[src/rtl/ctrl_pkg.sv]
// Shared encodings for the multi-cycle control unit: opcodes, ALU/mux selects and FSM states.
package ctrl_pkg;

  localparam logic [3:0] OP_ADD  = 4'b0000;
  localparam logic [3:0] OP_SUB  = 4'b0001;
  localparam logic [3:0] OP_AND  = 4'b0010;
  localparam logic [3:0] OP_OR   = 4'b0011;
  localparam logic [3:0] OP_ADDI = 4'b0100;
  localparam logic [3:0] OP_BEQ  = 4'b0101;
  localparam logic [3:0] OP_J    = 4'b0110;
  localparam logic [3:0] OP_LW   = 4'b0111;
  localparam logic [3:0] OP_SW   = 4'b1000;

  localparam logic [1:0] ALU_ADD = 2'b00;
  localparam logic [1:0] ALU_SUB = 2'b01;
  localparam logic [1:0] ALU_AND = 2'b10;
  localparam logic [1:0] ALU_OR  = 2'b11;

  localparam logic [1:0] ALUB_RT   = 2'b00;
  localparam logic [1:0] ALUB_INC  = 2'b01;
  localparam logic [1:0] ALUB_IMM  = 2'b10;
  localparam logic [1:0] ALUB_BOFF = 2'b11;

  localparam logic [1:0] PCSRC_ALU    = 2'b00;
  localparam logic [1:0] PCSRC_ALUOUT = 2'b01;
  localparam logic [1:0] PCSRC_JUMP   = 2'b10;

  typedef enum logic [3:0] {
    StIdle,
    StFetch,
    StDecode,
    StExec,
    StWbAlu,
    StMemAddr,
    StMemRd,
    StWbMem,
    StMemWr,
    StBranch,
    StJump,
    StHalt
  } state_e;

  // R-type opcodes carry the ALU function in their low two bits.
  function automatic logic is_rtype(input logic [3:0] op);
    return op <= OP_OR;
  endfunction

endpackage

[src/rtl/ctrl_out_decode.sv]
// Combinational Moore decode of FSM state (plus op_q and mem_ready) into datapath controls.
module ctrl_out_decode
  import ctrl_pkg::*;
(
  input  state_e     i_state,
  input  logic [3:0] i_op,
  input  logic       i_mem_ready,
  output logic       o_pc_write,
  output logic       o_pc_write_cond,
  output logic       o_ir_write,
  output logic       o_i_or_d,
  output logic       o_mem_read,
  output logic       o_mem_write,
  output logic       o_mem_to_reg,
  output logic       o_reg_dst,
  output logic       o_reg_write,
  output logic       o_alu_src_a,
  output logic [1:0] o_alu_src_b,
  output logic [1:0] o_alu_op,
  output logic [1:0] o_pc_source,
  output logic       o_instr_done
);

  always_comb begin
    o_pc_write      = 1'b0;
    o_pc_write_cond = 1'b0;
    o_ir_write      = 1'b0;
    o_i_or_d        = 1'b0;
    o_mem_read      = 1'b0;
    o_mem_write     = 1'b0;
    o_mem_to_reg    = 1'b0;
    o_reg_dst       = 1'b0;
    o_reg_write     = 1'b0;
    o_alu_src_a     = 1'b0;
    o_alu_src_b     = ALUB_RT;
    o_alu_op        = ALU_ADD;
    o_pc_source     = PCSRC_ALU;
    o_instr_done    = 1'b0;

    case (i_state)
      StFetch: begin
        o_mem_read  = 1'b1;
        o_alu_src_b = ALUB_INC;
        // PC and IR only commit once the instruction word is actually there.
        o_ir_write  = i_mem_ready;
        o_pc_write  = i_mem_ready;
      end
      StDecode: begin
        o_alu_src_b = ALUB_BOFF;
      end
      StExec: begin
        o_alu_src_a = 1'b1;
        if (is_rtype(i_op)) begin
          o_alu_src_b = ALUB_RT;
          o_alu_op    = i_op[1:0];
        end else begin
          o_alu_src_b = ALUB_IMM;
          o_alu_op    = ALU_ADD;
        end
      end
      StWbAlu: begin
        o_reg_write  = 1'b1;
        o_reg_dst    = is_rtype(i_op);
        o_instr_done = 1'b1;
      end
      StMemAddr: begin
        o_alu_src_a = 1'b1;
        o_alu_src_b = ALUB_IMM;
      end
      StMemRd: begin
        o_mem_read = 1'b1;
        o_i_or_d   = 1'b1;
      end
      StWbMem: begin
        o_reg_write  = 1'b1;
        o_mem_to_reg = 1'b1;
        o_instr_done = 1'b1;
      end
      StMemWr: begin
        o_mem_write  = 1'b1;
        o_i_or_d     = 1'b1;
        o_instr_done = i_mem_ready;
      end
      StBranch: begin
        o_alu_src_a     = 1'b1;
        o_alu_src_b     = ALUB_RT;
        o_alu_op        = ALU_SUB;
        o_pc_write_cond = 1'b1;
        o_pc_source     = PCSRC_ALUOUT;
        o_instr_done    = 1'b1;
      end
      StJump: begin
        o_pc_write   = 1'b1;
        o_pc_source  = PCSRC_JUMP;
        o_instr_done = 1'b1;
      end
      default: ;
    endcase
  end

endmodule

[src/rtl/multicycle_control.sv]
// Multi-cycle CPU control FSM with opcode latch and retired-instruction counter.
// Define CTRL_ILLEGAL_TRAP_EN to trap illegal opcodes into HALT with a sticky illegal_op flag.
module multicycle_control
  import ctrl_pkg::*;
#(
  parameter int unsigned OPCODE_W = 4,
  parameter int unsigned CNT_W    = 32
) (
  input  logic                clk,
  input  logic                rst_n,
  input  logic [OPCODE_W-1:0] opcode,
  input  logic                mem_ready,
  output logic                pc_write,
  output logic                pc_write_cond,
  output logic                ir_write,
  output logic                i_or_d,
  output logic                mem_read,
  output logic                mem_write,
  output logic                mem_to_reg,
  output logic                reg_dst,
  output logic                reg_write,
  output logic                alu_src_a,
  output logic [1:0]          alu_src_b,
  output logic [1:0]          alu_op,
  output logic [1:0]          pc_source,
  output logic                instr_done,
  output logic [CNT_W-1:0]    retired
`ifdef CTRL_ILLEGAL_TRAP_EN
  ,
  output logic                illegal_op
`endif
);

  state_e           r_state;
  state_e           w_state_d;
  logic [3:0]       r_op;
  logic [CNT_W-1:0] r_retired;
  logic             w_illegal;
  logic [3:0]       w_op_lo;
  logic             w_instr_done;

  // Anything above OP_SW (including nonzero upper bits on wide opcodes) is illegal.
  assign w_illegal = (opcode > OPCODE_W'(OP_SW));
  assign w_op_lo   = opcode[3:0];

  always_comb begin
    w_state_d = r_state;
    case (r_state)
      StIdle:    w_state_d = StFetch;
      StFetch:   w_state_d = mem_ready ? StDecode : StFetch;
      StDecode: begin
        if (w_illegal) begin
`ifdef CTRL_ILLEGAL_TRAP_EN
          w_state_d = StHalt;
`else
          w_state_d = StFetch;
`endif
        end else if (w_op_lo <= OP_ADDI) begin
          w_state_d = StExec;
        end else if (w_op_lo == OP_BEQ) begin
          w_state_d = StBranch;
        end else if (w_op_lo == OP_J) begin
          w_state_d = StJump;
        end else begin
          w_state_d = StMemAddr;
        end
      end
      StExec:    w_state_d = StWbAlu;
      StWbAlu:   w_state_d = StFetch;
      StMemAddr: w_state_d = (r_op == OP_LW) ? StMemRd : StMemWr;
      StMemRd:   w_state_d = mem_ready ? StWbMem : StMemRd;
      StWbMem:   w_state_d = StFetch;
      StMemWr:   w_state_d = mem_ready ? StFetch : StMemWr;
      StBranch:  w_state_d = StFetch;
      StJump:    w_state_d = StFetch;
`ifdef CTRL_ILLEGAL_TRAP_EN
      StHalt:    w_state_d = StHalt;
`endif
      default:   w_state_d = StIdle;
    endcase
  end

  always_ff @(posedge clk or negedge rst_n) begin
    if (!rst_n) begin
      r_state   <= StIdle;
      r_op      <= OP_ADD;
      r_retired <= '0;
    end else begin
      r_state <= w_state_d;
      if (r_state == StDecode) begin
        r_op <= w_op_lo;
      end
      if (w_instr_done) begin
        r_retired <= r_retired + CNT_W'(1);
      end
    end
  end

`ifdef CTRL_ILLEGAL_TRAP_EN
  logic r_illegal;

  always_ff @(posedge clk or negedge rst_n) begin
    if (!rst_n) begin
      r_illegal <= 1'b0;
    end else if (r_state == StDecode && w_illegal) begin
      r_illegal <= 1'b1;
    end
  end

  assign illegal_op = r_illegal;
`endif

  ctrl_out_decode u_out_decode (
    .i_state         (r_state),
    .i_op            (r_op),
    .i_mem_ready     (mem_ready),
    .o_pc_write      (pc_write),
    .o_pc_write_cond (pc_write_cond),
    .o_ir_write      (ir_write),
    .o_i_or_d        (i_or_d),
    .o_mem_read      (mem_read),
    .o_mem_write     (mem_write),
    .o_mem_to_reg    (mem_to_reg),
    .o_reg_dst       (reg_dst),
    .o_reg_write     (reg_write),
    .o_alu_src_a     (alu_src_a),
    .o_alu_src_b     (alu_src_b),
    .o_alu_op        (alu_op),
    .o_pc_source     (pc_source),
    .o_instr_done    (w_instr_done)
  );

  assign instr_done = w_instr_done;
  assign retired    = r_retired;

endmodule
[config.mk]
export PLATFORM = sky130hd
export DESIGN_NAME = multicycle_control
export DESIGN_NICKNAME = d
export VERILOG_FILES = /design/src/rtl/ctrl_pkg.sv /design/src/rtl/ctrl_out_decode.sv /design/src/rtl/multicycle_control.sv
export SDC_FILE = /design/constraint.sdc
export NUM_CORES = 1
export LEC_CHECK = 0
export BUFFER_PORTS_ARGS = -buffer_cell sky130_fd_sc_hd__buf_2
export CAP_MARGIN = 20
export CORE_MARGIN = 2
export CORE_UTILIZATION = 45
export CTS_BUF_LIST = sky130_fd_sc_hd__clkbuf_8
export DETAILED_ROUTE_END_ITERATION = 8
export PLACE_DENSITY = 0.7
export SETUP_SLACK_MARGIN = 0.3
export SLEW_MARGIN = 40
export SYNTH_ARGS = -nofsm -noshare
export SYNTH_HDL_FRONTEND = slang
export SYNTH_SLANG_ARGS = --single-unit
[constraint.sdc]
create_clock -name clk -period 4.6 [get_ports clk]
set_clock_uncertainty 0.05 [all_clocks]
set_input_delay 0 -clock clk [delete_from_list [all_inputs] [get_ports clk]]
set_output_delay 0 -clock clk [all_outputs]
set_load 0.01 [all_outputs]
==> metrics.cfg <==
[pwr]
clockPowerShare=0.195
switchingPower_w=0.000498
switching_share=0.404
internal_power_w=0.000736
power-per-cell-area_nw_per_um2=467
irDropWorstVdd_mv=0.246
leakage_nw=1.34
power_frac_seq=0.432
power_frac_comb=0.373

[global_route]
grt_start_max_net_pins=41
first_global_vias=1722
gr-total-overflow=0
antenna_found_initial=0
grt_pass1_wl_um=7700
grt_usage=0.182

[floorplanning]
io_pins=56
floorplan.initialDensity=0.466
die_h_um=73.7
die_w_um=73.7
core.rowCount=25
coreArea_um2=4690
die_area_um2=5440

[yosys]
syn_nets=233
synth_seq_cells=40
synth-simple-area-share=0.254
synth-xor-area-share=0.132
synth_top_family_by_area=simple AND/OR/NAND/NOR gates
synth-compound-area-share=0.0800
synthDistinctLibCells=38
synth_mux_area_frac=0.0257
synth_edf_count=0
ys_async_sr_fraction=1.00
synth_top_area_frac=0.457
synthTopCellsByCount=dfrtp_1 (40), nor2_1 (24), xor2_1 (23)
syn_area_um2=2190
yosysMostFrequentCell=dfrtp_1
yosys.area.top_type=dfrtp_1
yosys.area_share.adder=0.00572
yosysSeqAreaShare=0.457
syn_area_per_cell_um2=9.73
yosys-top-cells-area=dfrtp_1 (46%), xor2_1 (9.2%), nor3_2 (5.5%)
netlist_instances=225
synth_flop_cell=dfrtp_1
ys_warn_count=0

[routing]
drc_errors=0
wl_met2_um=2210
wl_per_cell_um=14.0
antenna_left=0
routed_wl_um=4730
route.layer.met1.wl_um=2240
wl_met3_um=208
vias_per_cell=5.34
first_iter_violations=125
routed.top_layer=met4
vias=1798
drt_pass1_iterations=4

[placed_design]
io_buffers=55
dp_hpwl_um=3270
place.gp.congestion=0.929

[setup_path]
crit_end=retired[17]
path_cells=nand2b_1 -> o22ai_1 -> o211ai_2 -> nor4_1 -> xor2_1
cp_num_buf_inv=0
worstSetupStartpointType=register
cp.arrival_ns=2.69
required_ns=4.76
reg2reg_depth=5
cp_top_family=compound AO/OA/AOI/OAI gates
path_max_fanout=16
r2r_setup_slack_ns=2.07
cp_slowest_stage_delay_ns=0.62
worstSetupEndpointType=register
criticalPathCategory=reg -> reg
crit_start=r_state[3]
r2r_start=r_state[3]
worst-path-stages=5
r2r_end=retired[17]
cp_slowest_cell=dfrtp_1

[cells_and_area]
num-fill-cells=422
fin_nets=290
diodes=0
fin_util=0.564
syn2layout_area_growth_pct=20.9
layout-drive-gt1-share=0.304

[timing]
hold_slack_ns=0.167
setup_viol=0
tightest_slew_ns=0.815
tns_ns=0
final_hold_viol_count=0
min_period_ns=2.53
fmax_ghz=0.395
slew_headroom=0.455
grt_setup_unrepaired=no
slew_viol_final=0
finalCritPeriodShare=0.550

[min_path]
hp-class=in -> async

[clocking]
cts_buffer_depth=2
clkSinkCount=40
cts_made_buffers=5
cts_tree=done
root_buffer=clkbuf_8
clkLatencyLatePin_ns=0.29
h-tree-depth=2
ctsResizeCount=0
clk_pin_slew_ns=0.08

[run_status]
status=complete, no violations

[job]
max_cap_violations=0

==> what timing repair did <==
action                    in CTS  in global routing
buffers inserted               0                  0
hold endpoints to repair      45                  0
hold buffers                   6                  0
==> layout make-up <==
class / instances / area (um^2) / area share
Clock buffer: 6 / 82.6 / 0.0312
Clock inverter: 2 / 11.3 / 0.00426
Inverter: 12 / 45.0 / 0.0170
Multi-Input combinational cell: 162 / 1100 / 0.416
Sequential cell: 40 / 1000 / 0.378
Tap cell: 54 / 67.6 / 0.0255
Timing Repair Buffer: 61 / 338 / 0.128
==> how the worst min path moves through the flow <==
stage | from | end | slack (ns) | cells past startpoint
after global routing | rst_n | r_op[2] | 0.23 | 2
after global placement | rst_n | retired[22] | 0.12 | 1
final | rst_n | retired[23] | 0.17 | 2
after CTS | rst_n | retired[6] | 0.18 | 2
after detailed placement | rst_n | r_op[2] | -0.05 | 1
after floorplan | rst_n | r_op[0] | -0.35 | 0
==> worst register-to-register path: cells and delay by family (launching register included) <==
family,cells,cell delay [ns]
AOI/OAI and AO/OA,2,0.85
xor gates and xnor gates,1,0.18
and+or+nand+nor,2,0.75
DFF,1,0.62
==> cell families (layout without fill, tap and decap cells) <==
family                   after synthesis  after routing
AO/OA/AOI/OAI                         25             25
XOR/XNOR                              33             33
adder cells (fa/ha/maj)                1              1
buffers and inverters                 23             81
flip-flops                            40             40
multiplexers                           5              5
AND/OR/NAND/NOR                       98             98
==> sequential cells by signal, indices dropped and copies added (netlist names) <==
signal   cells
r_op         4
r_state      4
retired     32
==> metal layers <==
metal  vias up  GRT usage
met2        45      0.281
met5         -          0
met3         6     0.0302
li1        893          -
met1       854      0.251
met4         0     0.0828
==> placed cells by master, fill, tap and decap left out, types with 8 or more instances in the layout <==
cell type | synthesis | layout
nor3_1 | 8 | 8
nor3_2 | 12 | 12
dfrtp_1 | 40 | 40
nor2_1 | 24 | 24
inv_1 | 12 | 13
a21oi_1 | 8 | 8
buf_2 | 4 | 54
xor2_1 | 23 | 23
xnor2_1 | 10 | 10
nand2_1 | 15 | 15
nor4_1 | 9 | 9
==> power groups by stage <==
stage	sequential [W]	combinational (W)	clock, W
after floorplan	0.000485	0.000355	0
final	0.000533	0.000460	0.000241
after CTS	0.000529	0.000454	0.000244
after global placement	0.000532	0.000444	0
after detailed placement	0.000535	0.000448	0
after global routing	0.000553	0.000510	0.000260
==> through the flow <==
| step | cell area [um^2] | power [W] | instances | worst slack (ns) |
|---|---|---|---|---|
| 3_5_place_dp | 2480 | 0.000983 | 323 | 2.16 |
| 2_1_floorplan | 2190 | 0.000840 | 225 | 2.88 |
| 5_1_grt | 2650 | 0.00132 | 337 | 1.82 |
| 3_3_place_gp | 2480 | 0.000977 | 323 | 2.29 |
| 4_1_cts | 2630 | 0.00123 | 337 | 2.14 |
| 6_report | 2650 | 0.00123 | 337 | 2.07 |
No activity file was read; power rests on OpenSTA's default activity.
